`src/rtl/snn_layer_sequencer.sv`:
```
// ============================================================================
// Module      : snn_layer_sequencer
// Description : Steps a programmed layer-slot table over N timesteps, issuing
//               one execute command per slot to the layer manager.
// Revision    : 1.0 - initial release
// ============================================================================
`default_nettype none

module snn_layer_sequencer #(
    parameter int MAX_LAYERS = 16,
    parameter int TS_WIDTH   = 16,
    parameter int TO_WIDTH   = 20
) (
    input  logic                clk,
    input  logic                rst_n,
    input  logic                seq_wr_en,
    input  logic [3:0]          seq_wr_idx,
    input  logic [7:0]          seq_wr_layer,
    input  logic [4:0]          num_steps,
    input  logic [TS_WIDTH-1:0] num_timesteps,
    input  logic [TO_WIDTH-1:0] timeout_limit,
    input  logic                start,
    input  logic                abort,
    input  logic                clear_err,
    output logic [7:0]          execute_layer_id,
    output logic                execute_start,
    input  logic                execute_done,
    output logic                busy,
    output logic                seq_done,
    output logic                timestep_done,
    output logic [3:0]          cur_step,
    output logic [TS_WIDTH-1:0] cur_timestep,
    output logic                error,
    output logic [1:0]          err_code
);

    localparam logic [8:0] c_max_id    = 9'(MAX_LAYERS);
    localparam logic [4:0] c_max_steps = 5'(MAX_LAYERS);

    typedef enum logic [2:0] {
        S_IDLE      = 3'd0,
        S_ISSUE     = 3'd1,
        S_WAIT_ACK  = 3'd2,
        S_WAIT_DONE = 3'd3,
        S_NEXT      = 3'd4,
        S_ERROR     = 3'd5
    } state_t;

    state_t              state_q, state_d;
    logic [7:0]          table_q [MAX_LAYERS];
    logic [3:0]          step_q, step_d;
    logic [TS_WIDTH-1:0] ts_q, ts_d;
    logic [4:0]          ns_q, ns_d;
    logic [TS_WIDTH-1:0] nts_q, nts_d;
    logic [TO_WIDTH-1:0] lim_q, lim_d;
    logic [TO_WIDTH-1:0] wd_q, wd_d;
    logic [7:0]          layer_id_q, layer_id_d;
    logic                exec_start_q, exec_start_d;
    logic                busy_q, busy_d;
    logic                seq_done_q, seq_done_d;
    logic                ts_done_q, ts_done_d;
    logic                error_q, error_d;
    logic [1:0]          err_code_q, err_code_d;

    logic                wr_ok;
    logic                enter_issue;
    logic                last_step;
    logic                last_ts;
    logic                wd_fire;
    logic [TO_WIDTH-1:0] wd_inc;
    logic [7:0]          next_entry;

    assign wr_ok = seq_wr_en && !busy_q && !error_q;

    always_ff @(posedge clk or negedge rst_n) begin
        if (!rst_n) begin
            for (int i = 0; i < MAX_LAYERS; i++) begin
                table_q[i] <= 8'hFF;
            end
        end else if (wr_ok) begin
            table_q[seq_wr_idx] <= seq_wr_layer;
        end
    end

    assign last_step = ({1'b0, step_q} == (ns_q - 5'd1));
    assign last_ts   = (ts_q == (nts_q - TS_WIDTH'(1)));
    assign wd_inc    = (wd_q == {TO_WIDTH{1'b1}}) ? wd_q : wd_q + TO_WIDTH'(1);
    assign wd_fire   = (lim_q != '0) && (wd_inc == lim_q);

    // The command pulse is registered, so the table is read one cycle ahead,
    // bypassing a same-cycle write so the issued id matches the table.
    assign next_entry = (wr_ok && (seq_wr_idx == step_d)) ? seq_wr_layer : table_q[step_d];

    always_comb begin
        state_d      = state_q;
        step_d       = step_q;
        ts_d         = ts_q;
        ns_d         = ns_q;
        nts_d        = nts_q;
        lim_d        = lim_q;
        wd_d         = wd_q;
        layer_id_d   = layer_id_q;
        exec_start_d = 1'b0;
        seq_done_d   = 1'b0;
        ts_done_d    = 1'b0;
        err_code_d   = err_code_q;
        enter_issue  = 1'b0;

        case (state_q)
            S_IDLE: begin
                if (start) begin
                    if ((num_steps == 5'd0) || (num_timesteps == '0)) begin
                        seq_done_d = 1'b1;
                    end else begin
                        state_d     = S_ISSUE;
                        step_d      = 4'd0;
                        ts_d        = '0;
                        ns_d        = (num_steps > c_max_steps) ? c_max_steps : num_steps;
                        nts_d       = num_timesteps;
                        lim_d       = timeout_limit;
                        enter_issue = 1'b1;
                    end
                end
            end
            S_ISSUE: begin
                // No pulse was launched on entry means the slot held a bad id.
                if (!exec_start_q) begin
                    state_d    = S_ERROR;
                    err_code_d = 2'd3;
                end else begin
                    state_d = S_WAIT_ACK;
                    wd_d    = '0;
                end
            end
            S_WAIT_ACK: begin
                wd_d = wd_inc;
                if (!execute_done) begin
                    state_d = S_WAIT_DONE;
                    wd_d    = '0;
                end else if (wd_fire) begin
                    state_d    = S_ERROR;
                    err_code_d = 2'd1;
                end
            end
            S_WAIT_DONE: begin
                wd_d = wd_inc;
                if (execute_done) begin
                    state_d    = S_NEXT;
                    ts_done_d  = last_step;
                    seq_done_d = last_step && last_ts;
                end else if (wd_fire) begin
                    state_d    = S_ERROR;
                    err_code_d = 2'd2;
                end
            end
            S_NEXT: begin
                if (last_step) begin
                    step_d = 4'd0;
                    if (last_ts) begin
                        state_d = S_IDLE;
                    end else begin
                        ts_d        = ts_q + TS_WIDTH'(1);
                        state_d     = S_ISSUE;
                        enter_issue = 1'b1;
                    end
                end else begin
                    step_d      = step_q + 4'd1;
                    state_d     = S_ISSUE;
                    enter_issue = 1'b1;
                end
            end
            S_ERROR: begin
                if (clear_err) begin
                    state_d    = S_IDLE;
                    err_code_d = 2'd0;
                end
            end
            default: state_d = S_IDLE;
        endcase

        if (abort && (state_q != S_IDLE) && (state_q != S_ERROR)) begin
            state_d     = S_IDLE;
            enter_issue = 1'b0;
            seq_done_d  = 1'b0;
            ts_done_d   = 1'b0;
            err_code_d  = err_code_q;
        end

        if (enter_issue && ({1'b0, next_entry} < c_max_id)) begin
            exec_start_d = 1'b1;
            layer_id_d   = next_entry;
        end

        busy_d  = (state_d == S_ISSUE) || (state_d == S_WAIT_ACK) ||
                  (state_d == S_WAIT_DONE) || (state_d == S_NEXT);
        error_d = (state_d == S_ERROR);
    end

    always_ff @(posedge clk or negedge rst_n) begin
        if (!rst_n) begin
            state_q      <= S_IDLE;
            step_q       <= 4'd0;
            ts_q         <= '0;
            ns_q         <= 5'd0;
            nts_q        <= '0;
            lim_q        <= '0;
            wd_q         <= '0;
            layer_id_q   <= 8'h00;
            exec_start_q <= 1'b0;
            busy_q       <= 1'b0;
            seq_done_q   <= 1'b0;
            ts_done_q    <= 1'b0;
            error_q      <= 1'b0;
            err_code_q   <= 2'd0;
        end else begin
            state_q      <= state_d;
            step_q       <= step_d;
            ts_q         <= ts_d;
            ns_q         <= ns_d;
            nts_q        <= nts_d;
            lim_q        <= lim_d;
            wd_q         <= wd_d;
            layer_id_q   <= layer_id_d;
            exec_start_q <= exec_start_d;
            busy_q       <= busy_d;
            seq_done_q   <= seq_done_d;
            ts_done_q    <= ts_done_d;
            error_q      <= error_d;
            err_code_q   <= err_code_d;
        end
    end

    assign execute_layer_id = layer_id_q;
    assign execute_start    = exec_start_q;
    assign busy             = busy_q;
    assign seq_done         = seq_done_q;
    assign timestep_done    = ts_done_q;
    assign cur_step         = step_q;
    assign cur_timestep     = ts_q;
    assign error            = error_q;
    assign err_code         = err_code_q;

endmodule

`default_nettype wire

```
`config.mk`:
```
export PLATFORM = sky130hd
export DESIGN_NAME = snn_layer_sequencer
export DESIGN_NICKNAME = d
export VERILOG_FILES = /design/src/rtl/snn_layer_sequencer.sv
export SDC_FILE = /design/constraint.sdc
export NUM_CORES = 1
export LEC_CHECK = 0
export BUFFER_PORTS_ARGS = -buffer_cell sky130_fd_sc_hd__clkbuf_2
export CAP_MARGIN = 20
export CORE_AREA = 8 8 154 156
export DETAILED_ROUTE_END_ITERATION = 10
export DIE_AREA = 0 0 162 164
export PLACE_DENSITY = 0.87
export SYNTH_ARGS = -nofsm -noshare
export SYNTH_HDL_FRONTEND = slang
export SYNTH_SLANG_ARGS = --single-unit
```
`constraint.sdc`:
```
create_clock -name clk -period 4 [get_ports clk]
set_input_delay 0.2 -clock clk [delete_from_list [all_inputs] [get_ports clk]]
set_output_delay 0.2 -clock clk [all_outputs]
set_load 0.005 [all_outputs]
```
==> results, run 1 <==
- The die span in x is 162 um.
- The number of different library cells used by synthesis comes to 80.
- The clock root buffer is sky130_fd_sc_hd__clkbuf_16.
- Power comes to 10.1 mW.
- The most frequently used flop master after synthesis is sky130_fd_sc_hd__dfstp_2.
- The final cycle utilization of the critical path is 0.952.
- The setup TNS after final layout is 0 ns.
- Leaving out fill and tap cells, the most frequent cell in the layout is sky130_fd_sc_hd__nand2_1.
- The final standard cell area without fillers is 14500 sq um.
- The number of top-level design ports is 95.
- The startpoint type of the worst setup path is a register.
- Setup violations remaining at the end of the flow were counted as 0.
- The average via count per standard cell is 6.40.
- The maximum vdd drop is 0.623 mV.
- In this design, the largest share of critical-path delay is due to simple AND/OR/NAND/NOR gates.
- TritonCTS built the clock tree.
- For this run, the register share of the synthesized area comes to 0.466.
- In this run the worst hold path is classified as in -> reg.
- Of all nets on the critical path, the largest fanout is 10.
- Max-cap violations in this run came to 0.
- In this run the mean area of a mapped cell was 9.89 sq um.
- The number of register bits inferred by synthesis is 227.
- When the netlist entered floorplanning its net count stood at 1333.
- The wire length of the first global-routing pass is 57300 um.
- In this run the remaining antenna-violating nets after routing total 0.
- Setup repair after global routing left no endpoint under its margin.
- The initial detailed-routing violation count is 1157.
- The kind of critical path is reg -> reg.
- The count of fill cells added during filler insertion is 1565.
- The maximum clock insertion buffer count is 3.
- The number of cell rows is 54.
- The placed cell area is 13300 sq um.
- The final routed wirelength across all metal layers is 35400 um.
- The post-synthesis to final-layout area growth is 15.4%.
- The placeable core region is 21400 sq um.
- Across the routed clock network, the largest skew measured is 0.0152 ns.
- The worst-case headroom to the max-slew limit is 0.341.
- After clock tree synthesis, the clock-pin slew on the worst setup and hold paths is 0.06 ns.
- The global-route usage over all layers is 0.265.
- The critical path arrival is 4.22 ns.
- For the worst setup path, the data required time is 4.41 ns.
- The CTS buffer count is 24.
- Detailed routing inserted a total of 10800 vias.
- The final-report hold violation count is 0.
- The die area is 26600 sq um.
- The setup slack on the worst flop-to-flop path is 0.19 ns.
- Input and output buffers added on the ports amount to 94.
- For this run, the post-layout net count is 1450.
- The count of flip-flops with a built-in enable after synthesis is 0.
- The pin count of the biggest net entering global routing is 115.
- Including well taps, the total number of placed cells is 1595.
- The final estimated routing congestion in global placement is 0.955.
- The static leakage is 6.32 nW.
- The worst-path cell with the longest stage delay is sky130_fd_sc_hd__or4b_2.
- The wire-length estimate of the detail-placed layout is 23800 um.
- The number of global-route vias before repair is 10600.
- The fraction of layout instances using a drive strength above 1 is 0.315.
- In the synthesized netlist, the number of instances is 1268.
- The nature of the critical path endpoint is a register.
- After synthesis the cells add up to 12500 sq um.
- The flow ran to the end, and the final reports show no timing, DRC or antenna violations.
- The worst-skew pair later-pin latency is 0.53 ns.
- The number of buffers and inverters on the critical path is 1.
- Timing would allow up to 263 MHz.
- The number of antenna violations at the first check in global routing is 0.
- In this run the vertical extent of the chip is 164 um.
- The final instance count without filler cells is 1681.
- At the end of the flow the core is filled with cells to 0.678.
- The H-tree depth is 1.
- The initial cell density of the core is 0.588.
- The number of remaining DRC errors is 0.
- The pin slew with the least headroom to its limit is 0.985 ns.
- In this design, the stage delay of the slowest critical-path cell is 0.68 ns.
- The worst path needs 3.81 ns of the cycle, external delays included.
- Traced cell by cell, the critical path runs through inv_1 > ha_1 > or4b_2 > o21ai_0 > o211ai_1 > nor4_1 > nand4_1 > a311oi_1 > o21ai_4 > or2_2 > o21ba_1.
- Yosys printed 0 warnings.
- The detail-routed net length per standard cell is 21.1 um.
- For this run the aggregate overflow at the end of global routing stands at 0.
- The TritonCTS sink count is 227.
- The repair_antennas step left the layout with diodes totalling 0.
- The top cell types in the final layout, fill and taps aside, are sky130_fd_sc_hd__nand2_1 (217), sky130_fd_sc_hd__mux2_2 (130), sky130_fd_sc_hd__dfstp_2 (128).
- The iteration count of the initial detailed-routing pass is 5.
- The number of slew-limit violations in the final report is 0.
- Dividing total power by cell area gives a power density of 701 nW/um^2.
- Counting flops with an async set or reset pin after synthesis yields a share of 1.00.
==> logic make-up after synthesis <==
kind of cell    after synthesis  share of synthesized area
xor+xnor                     58                     0.0427
buf+inv                      90                     0.0293
simple gates                521                      0.208
fa+ha+maj                     5                    0.00499
flops                       227                      0.466
compound gates              220                      0.119
mux                         147                      0.130
==> layer usage <==
layer	up-vias	track usage	part of all wire
met3	93	0.0476	0.080
met1	5277	0.334	0.40
li1	4835	-	-
met4	0	0.0947	0.035
met2	545	0.453	0.49
met5	-	0	0
==> stage by stage <==
stage          hold WS [ns]  setup slack, ns
2_1_floorplan       -0.0956            0.793
3_3_place_gp          0.362            0.421
3_5_place_dp          0.362            0.319
4_1_cts             0.00493            0.285
5_1_grt              0.0370           0.0351
6_report             0.0293            0.193
==> cells in the mapped netlist, types with 8 or more instances <==
library cell,count,area share
sky130_fd_sc_hd__nand3_1,42,0.017
sky130_fd_sc_hd__nand2_1,217,0.065
sky130_fd_sc_hd__o31ai_1,10,0.0060
sky130_fd_sc_hd__or4_1,12,0.0072
sky130_fd_sc_hd__nor4_1,34,0.017
sky130_fd_sc_hd__nor3_1,18,0.0072
sky130_fd_sc_hd__buf_1,9,0.0027
sky130_fd_sc_hd__buf_2,12,0.0048
sky130_fd_sc_hd__a31oi_1,11,0.0055
sky130_fd_sc_hd__mux2i_1,17,0.014
sky130_fd_sc_hd__and3_1,24,0.012
sky130_fd_sc_hd__nor2_1,66,0.020
sky130_fd_sc_hd__xnor2_1,25,0.017
sky130_fd_sc_hd__dfstp_2,128,0.27
sky130_fd_sc_hd__dfrtp_1,99,0.20
sky130_fd_sc_hd__nand4_1,21,0.010
sky130_fd_sc_hd__inv_1,17,0.0051
sky130_fd_sc_hd__mux2_2,130,0.12
sky130_fd_sc_hd__xor2_1,31,0.022
sky130_fd_sc_hd__a21oi_1,51,0.020
sky130_fd_sc_hd__and2_1,9,0.0045
sky130_fd_sc_hd__or3_1,11,0.0055
sky130_fd_sc_hd__clkbuf_1,49,0.015
sky130_fd_sc_hd__nand2b_1,15,0.0075
sky130_fd_sc_hd__nor2b_1,8,0.0040
sky130_fd_sc_hd__o21ai_0,47,0.019
==> worst reg2reg max path: cells and delay by family, from the launching register on <==
family          cells  cell delay [ns]
buf+inv             1             0.11
fa+ha+maj           1             0.38
flops               1             0.43
compound gates      5             1.22
simple gates        4             1.56
==> path summary, 6_finish.rpt <==
kind | from | to | cells after the start
setup / recovery | nts_q[0] | busy | 11
hold / removal | num_steps[0] | ns_q[0] | 3
setup reg to reg | nts_q[0] | busy | 11
hold reg to reg | execute_layer_id[4] | execute_layer_id[4] | 1
max in group asynchronous | rst_n | table_q[82] | 3
min in group asynchronous | rst_n | nts_q[2] | 2
==> layout make-up <==
class / instances / area, sq um / area share
flip-flops and latches: 227 / 5840 / 0.404
clock buffers: 35 / 702 / 0.0485
inverters: 17 / 63.8 / 0.00441
repair buffers: 164 / 1110 / 0.0769
clock inverters: 7 / 47.5 / 0.00329
multi-input cells: 951 / 6360 / 0.439
well taps: 280 / 350 / 0.0242
==> state kept, by name, indices dropped and copies added, names as in the netlist <==
| register | cells |
|---|---|
| busy | 1 |
| lim_q | 20 |
| wd_q | 20 |
| cur_step | 4 |
| table_q | 128 |
| ns_q | 5 |
| error | 1 |
| nts_q | 16 |
| timestep_done | 1 |
| err_code | 2 |
| state_q | 3 |
| seq_done | 1 |
| execute_start | 1 |
| cur_timestep | 16 |
| execute_layer_id | 8 |
==> report_power, final <==
part | internal, mW | switching (mW) | leakage (nW)
Combinational | 1.65 | 1.97 | 3.30
Clock | 1.21 | 0.912 | 0.376
Sequential | 3.65 | 0.745 | 2.64
==> what timing repair did <==
item / in CTS / in global routing
endpoints found under the hold margin: 86 / 0
buffers inserted: 0 / 0
gates resized for setup: 0 / 3
hold buffers: 43 / 0
setup endpoints to repair: 0 / 9
Power figures use the tool's default switching activity.
==> run 2: changes to the inputs <==
Settings changed: BUFFER_PORTS_ARGS -buffer_cell sky130_fd_sc_hd__clkbuf_2 to -buffer_cell sky130_fd_sc_hd__buf_4, GPL_TIMING_DRIVEN set to 0.
==> run 2 against run 1 <==
Effect of this change: routed wire length rose by 2.6%; critical path depth is 2 higher; register-to-register slack got worse by 0.03 ns; combinational power grew 3%; via count rose by 1.9%; largest cell class unchanged.
==> results, run 2 (same netlist as run 1, synthesis figures left out) <==
- The flow ran to the end, and the final reports show no timing, DRC or antenna violations.
- The worst-path cell with the longest stage delay is sky130_fd_sc_hd__o311ai_2.
- The die area is 26600 sq um (unchanged).
- The maximum vdd drop is 0.560 mV (-10%).
- The setup skew after layout came to 0.0223 ns (+0.00719 ns).
- The most repeated library cell on the critical path is sky130_fd_sc_hd__clkbuf_1.
- The max-cap check violation count is 0 (unchanged).
- The detailed-placement wirelength estimate is 25100 um (+5.7%).
- For hold timing, the worst endpoint is ns_q[0].
- The setup slack on the worst flop-to-flop path was 0.16 ns (-0.03 ns).
- The number of slew-limit violations in the final report came to 0 (unchanged).
- The final estimated routing congestion in global placement is 0.955 (about the same).
- The worst-case reg-to-reg path depth is 13 (+2).
- The final cycle utilization of the critical path is 0.959 (+0.00767).
- The register clock-pin slew on the reported worst setup and hold paths is 0.06 ns (about the same).
- The setup-violating endpoint count in the final report came to 0 (unchanged).
- The average via count per standard cell is 6.28 (-1.9%).
- The leftover overflow at the end of global routing was 0 (unchanged).
- The iteration count of the initial detailed-routing pass is 5 (unchanged).
- The pre-CTS worst setup slack was -0.0728 ns (-0.392 ns).
- The largest registers in the layout are table_q: 128 flops, lim_q: 20 flops, wd_q: 20 flops.
- The number of top-level design ports is 95 (unchanged).
- The worst-case headroom to the max-slew limit was 0.359 (+0.0179).
- The register bank with the most flops is table_q.
- The maximum clock insertion buffer count is 3 (unchanged).
- The global-route usage over all layers is 0.270 (+0.00487).
- The library cells used most frequently in the layout, excluding fill and tap cells, are sky130_fd_sc_hd__nand2_1 (217), sky130_fd_sc_hd__mux2_2 (130), sky130_fd_sc_hd__dfstp_2 (128).
- The worst register-to-register path begins at ns_q[0].
- The flip-flop count of the largest register after layout is 128 (unchanged).
- The highest clock rate is 261 MHz (-0.80%).
- The die height is 164 um (unchanged).
- The number of buffer cells added on primary ports came to 93 (-1.1%).
- STA classifies the critical path endpoint as a register.
- The type of the tightest min-delay check is in -> reg.
- The detailed-route via count is 11000 (+1.9%).
- The tree is rooted in a sky130_fd_sc_hd__clkbuf_16.
- The post-CTS setup-driven buffer insertion count is 0 (unchanged).
- The pin count of the biggest net entering global routing is 88 (-23%).
- The startpoint type of the worst setup path is a register.
- The placeable core region is 21400 sq um (unchanged).
- The H-tree depth was 1 (unchanged).
- The initial detailed-routing violation count is 1194 (+3.2%).
- The critical path in this run is classified as reg -> reg.
- The final routed wirelength across all metal layers is 36400 um (+2.6%).
- The wire length of the first global-routing pass is 58400 um (+1.9%).
- The layout net count is 1510 (+4.1%).
- The detail-routed net length per standard cell came to 20.8 um (-1.2%).
- The fraction of layout instances using a drive strength above 1 is 0.299 (-0.0156).
- The static leakage came to 6.55 nW (+3.7%).
- The worst-skew pair later-pin latency was 0.54 ns (about the same).
- The signal on the critical path passes through inv_1 > ha_1 > nor3b_1 > xor2_1 > o311ai_2 > and2_1 > clkbuf_1 > clkbuf_1 > or2_2 > a21oi_1 > nor4_1 > nand3_1 > a32o_1.
- The commonest non-fill, non-tap cell in the layout is sky130_fd_sc_hd__nand2_1.
- The final critical delay including setup and external delays is 3.84 ns (+0.0307 ns).
- The number of cell rows is 54 (unchanged).
- The delay of the slowest critical-path stage was 0.49 ns (-0.19 ns).
- The number of cells on the worst hold path is 3 (unchanged).
- The initial cell density of the core is 0.588 (unchanged).
- The maximum fanout encountered on the critical timing path was 10 (unchanged).
- The required time of the critical path came to 4.43 ns (+0.02 ns).
- The capture point of the worst reg-to-reg path is execute_layer_id[3].
- The pin slew with the least headroom to its limit came to 0.959 ns (-0.0267 ns).
- The ratio of total power to cell area came to 696 nW/um^2 (-0.77%).
- The final worst slack is 0.162 ns (-0.0307 ns).
- TritonCTS built the clock tree.
- The TritonCTS sink count is 227 (unchanged).
- The CTS buffer count is 25 (+4.2%).
- The setup TNS after final layout is 0 ns (unchanged).
- The number of global-route vias before repair is 10900 (+2.7%).
- Setup repair after global routing left no endpoint under its margin.
- The number of remaining DRC errors was 0 (unchanged).
- The final-report hold violation count is 0 (unchanged).
- The number of antenna violations at the first check in global routing was 0 (unchanged).
- The worst hold path begins at num_steps[0].
- The critical path arrival is 4.27 ns (+0.05 ns).
- The final cell utilization of the core is 0.708 (+0.0305).
- The post-synthesis to final-layout area growth is 20.5%.
- The post-route antenna net violation count is 0 (unchanged).
- The die span in x was 162 um (unchanged).
run 2: cell types whose count changed in the layout (fill, tap and decap cells not counted), moves of 3 or more:
cell | before | now
sky130_fd_sc_hd__bufinv_16 | 0 | 3
sky130_fd_sc_hd__clkinv_2 | 5 | 2
sky130_fd_sc_hd__clkbuf_2 | 93 | 1
sky130_fd_sc_hd__dlygate4sd3_1 | 43 | 51
sky130_fd_sc_hd__buf_1 | 0 | 8
sky130_fd_sc_hd__buf_2 | 0 | 15
sky130_fd_sc_hd__clkbuf_1 | 5 | 54
sky130_fd_sc_hd__buf_4 | 26 | 95
run 2: per-layer routing:
layer | wire, um | vias to the layer above | GRT usage
met1 | 14800 | 5402 | 0.344
met2 | 17600 | 482 | 0.454
li1 | - | 4967 | -
met4 | 1290 | 0 | 0.0960
met3 | 2720 | 99 | 0.0529
met5 | 0 | - | 0
run 2: layout make-up:
cell class | instances | area (sq um)
Clock inverter | 8 | 136
Buffer | 73 | 305
Tap cell | 280 | 350
Inverter | 17 | 63.8
Multi-Input combinational cell | 951 | 6380
Fill cell | 1524 | 6230
Timing Repair Buffer | 150 | 1290
Antenna cell | 1 | 2.50
Sequential cell | 227 | 5840
Clock buffer | 38 | 754
run 2: repair_timing:
item / in CTS / in global routing
endpoints found under the setup margin: 4 / 12
endpoints found under the hold margin: 144 / 0
resized for setup: 1 / 7
hold buffers: 51 / 0
run 2: power breakdown:
| part | internal, mW | switching, mW | total [mW] |
|---|---|---|---|
| logic | 1.70 | 2.02 | 3.72 |
| registers | 3.65 | 0.701 | 4.35 |
| clock network | 1.50 | 0.953 | 2.45 |
run 2: critical path: cells and delay by family, from the launching register on:
family	cells	cell delay, ns
AO/OA/AOI/OAI	3	0.80
XOR/XNOR	1	0.19
adder cells (fa/ha/maj)	1	0.18
buffers and inverters	3	0.80
flip-flops	1	0.42
AND/OR/NAND/NOR	5	1.34
run 2: worst max-delay path by stage:
stage | from | to | slack, ns | depth (start not counted)
global route | ns_q[0] | execute_layer_id[3] | 0.003 | 13
finish | ns_q[0] | execute_layer_id[3] | 0.16 | 13
CTS | ns_q[0] | execute_layer_id[1] | 0.08 | 13
detailed placement | ns_q[0] | execute_layer_id[1] | -0.07 | 13
floorplan | nts_q[0] | cur_timestep[13] | 0.79 | 13
global placement | ns_q[0] | execute_layer_id[0] | -0.04 | 13
run 2: stage by stage:
stage / instance area (sq um) / hold slack [ns] / std cells / total power, mW
5_1_grt: 15100 / 0.0559 / 1744 / 11.1
4_1_cts: 15100 / 0.0191 / 1744 / 10.4
3_5_place_dp: 13700 / 0.162 / 1647 / 7.91
3_3_place_gp: 13600 / 0.396 / 1641 / 7.70
6_report: 15100 / 0.0391 / 1745 / 10.5
2_1_floorplan: 12500 / -0.0956 / 1268 / 6.82
==> run 3: changes to the inputs <==
Settings changed: ABC_CLOCK_PERIOD_IN_PS set to 3100, CORE_AREA 8 8 154 156 to 8 8 161 163, DIE_AREA 0 0 162 164 to 0 0 169 171, PLACE_DENSITY 0.87 to 0.84.
Clock period 4 ns to 3.1 ns, I/O delays scaled along.
==> run 3 against run 2 <==
Effect of this change: the run now ends with negative setup slack left; largest power group is now combinational cells; via count rose by 3.1%; global-route usage fell by 1.3 points; critical path depth fell by 4; highest routed layer is now met5; clock power rose by 29%.
==> results, run 3 (same netlist as run 1, synthesis figures left out) <==
- The flow ran to the end, but the final reports show violations.
- The checks that failed: negative setup slack.
- The pin count of the biggest net entering global routing is 118 (+34%).
- The H-tree depth is 1 (unchanged).
- The final estimated routing congestion in global placement was 0.947 (-0.86%).
- The final routed wirelength across all metal layers is 39300 um (+8.1%).
- The final cycle utilization of the critical path is 1.05 (+0.0859).
- The post-synthesis to final-layout area growth is 29.6%.
- The commonest non-fill, non-tap cell in the layout is sky130_fd_sc_hd__nand2_1.
- The critical path arrival is 3.67 ns (-0.60 ns).
- The die span in x is 169 um (+4.3%).
- The detailed-route via count came to 11300 (+3.1%).
- The die area was 28900 sq um (+8.8%).
- The placeable core region came to 23300 sq um (+9.0%).
- The maximum clock insertion buffer count was 3 (unchanged).
- Setup repair after global routing could not meet its margin everywhere.
- The fraction of layout instances using a drive strength above 1 is 0.394 (+0.0950).
- The static leakage is 6.95 nW (+6.1%).
- The layout net count is 1553 (+2.8%).
- The post-route antenna net violation count is 0 (unchanged).
- The number of top-level design ports was 95 (unchanged).
- The initial detailed-routing violation count is 1000 (-16%).
- The number of remaining DRC errors is 0 (unchanged).
- The nature of the critical path endpoint is a register.
- The register bank with the most flops is table_q.
- The top cell types in the final layout, fill and taps aside, are sky130_fd_sc_hd__nand2_1 (215), sky130_fd_sc_hd__buf_4 (145), sky130_fd_sc_hd__mux2_2 (129).
- The total power after layout is 14.7 mW (+40%).
- The flip-flop count of the largest register after layout is 128 (unchanged).
- The ratio of total power to cell area was 903 nW/um^2 (+30%).
- The startpoint type of the worst setup path is a register.
- The TritonCTS sink count came to 227 (unchanged).
- The required time of the critical path is 3.53 ns (-0.90 ns).
- The final hold slack came to 0.0501 ns (+0.0110 ns).
- The clock root buffer is sky130_fd_sc_hd__clkbuf_16.
- The count of fill cells added during filler insertion is 1640 (+7.6%).
- The CTS buffer count was 25 (unchanged).
- The pre-CTS worst setup slack is -0.815 ns (-0.742 ns).
- The TritonCTS clock tree is done.
- The number of cell rows is 56 (+3.7%).
- The final-report hold violation count was 0 (unchanged).
- The wire length of the first global-routing pass was 60000 um (+2.8%).
- The register clock-pin slew on the reported worst setup and hold paths is 0.06 ns (about the same).
- The number of antenna violations at the first check in global routing is 1 (+1).
- The max-cap check violation count was 0 (unchanged).
- The iteration count of the initial detailed-routing pass was 6 (+1).
- The worst-case headroom to the max-slew limit is 0.365 (+0.00598).
- The setup TNS after final layout is -0.957 ns (-0.957 ns).
- The global-route usage over all layers was 0.257 (-0.0133).
- The pin slew with the least headroom to its limit is 0.950 ns (-0.00893 ns).
- The maximum vdd drop came to 0.584 mV (+4.2%).
- The initial cell density of the core came to 0.539 (-0.0483).
- The type of the tightest min-delay check is in -> reg.
- The worst-skew pair later-pin latency is 0.55 ns (about the same).
- The final worst slack was -0.141 ns (-0.303 ns).
- The number of buffer cells added on primary ports is 93 (unchanged).
- The setup-violating endpoint count in the final report is 13 (+13).
- The detail-routed net length per standard cell is 21.5 um (+3.3%).
- The leftover overflow at the end of global routing is 0 (unchanged).
- The number of slew-limit violations in the final report is 0 (unchanged).
- In the final layout, the registers with the most flip-flops are table_q: 128 flops, lim_q: 20 flops, wd_q: 20 flops.
- The final critical delay including setup and external delays is 3.24 ns (-0.597 ns).
- The detailed-placement wirelength estimate was 25400 um (+1.0%).
- The die height came to 171 um (+4.3%).
- The highest clock rate is 309 MHz (+18%).
- The number of global-route vias before repair is 11100 (+1.7%).
- The maximum fanout encountered on the critical timing path is 6 (-4).
- The setup skew after layout is 0.0149 ns (-0.00746 ns).
- The kind of critical path is reg -> reg.
- The average via count per standard cell is 6.18 (-1.5%).
- The count of inserted antenna diode cells is 0 (-1).
==> run 3: where the power goes <==
group          internal, mW  switching (mW)
Combinational          2.75            3.06
Sequential             4.73           0.998
Clock                  1.87            1.27
==> run 3: layout make-up <==
type	instances	area, sq um	area share
multi-input combinational	952	7070	0.435
clock buffer	37	721	0.0443
clock inverter	9	146	0.00900
buffer	62	314	0.0193
inverter	17	63.8	0.00392
sequential	227	5860	0.360
timing repair buffer	203	1680	0.103
tap	319	399	0.0245
==> run 3: final timing paths <==
path | startpoint | slack [ns] | endpoint | cells past startpoint
min in group asynchronous | rst_n | 0.28 | nts_q[12] | 2
hold reg to reg | execute_layer_id[0] | 0.49 | execute_layer_id[0] | 1
setup reg to reg | wd_q[14] | -0.14 | busy | 9
hold / removal | execute_done | 0.05 | timestep_done | 3
setup / recovery | wd_q[14] | -0.14 | busy | 9
max in group asynchronous | rst_n | 1.75 | table_q[86] | 3
==> run 3: per-layer routing <==
layer / wire length, um / share of wire / up-vias / global-route usage
met5: 9 / 0.00023 / - / 0
met4: 1640 / 0.042 / 2 / 0.110
met2: 19200 / 0.49 / 512 / 0.433
met3: 2610 / 0.067 / 141 / 0.0470
li1: - / - / 5040 / -
met1: 15800 / 0.40 / 5595 / 0.320
==> run 3: worst max-delay path: stages, from the launching register on <==
cell,delay (ns)
sky130_fd_sc_hd__dfrtp_2,0.43
sky130_fd_sc_hd__nand4_4,0.17
sky130_fd_sc_hd__or3_4,0.41
sky130_fd_sc_hd__o21a_1,0.24
sky130_fd_sc_hd__or4_1,0.41
sky130_fd_sc_hd__a2111o_1,0.49
sky130_fd_sc_hd__nor4_4,0.41
sky130_fd_sc_hd__a31o_1,0.27
sky130_fd_sc_hd__and2_4,0.16
sky130_fd_sc_hd__o21ba_1,0.14
==> run 3: repair_timing <==
action	4_1_cts	5_1_grt
pin swaps	29	37
cloned	0	3
buffers inserted	25	26
gates resized for setup	98	86
setup endpoints to repair	29	28
hold buffers	52	0
endpoints found under the hold margin	150	0
==> run 3: metrics by stage <==
step,cells,utilization,instance area [sq um]
after floorplan,1268,-,12600
after global placement,1680,0.588,13700
after detailed placement,1685,0.590,13700
after CTS,1800,0.674,15700
after global routing,1826,0.699,16300
final,1826,0.699,16300
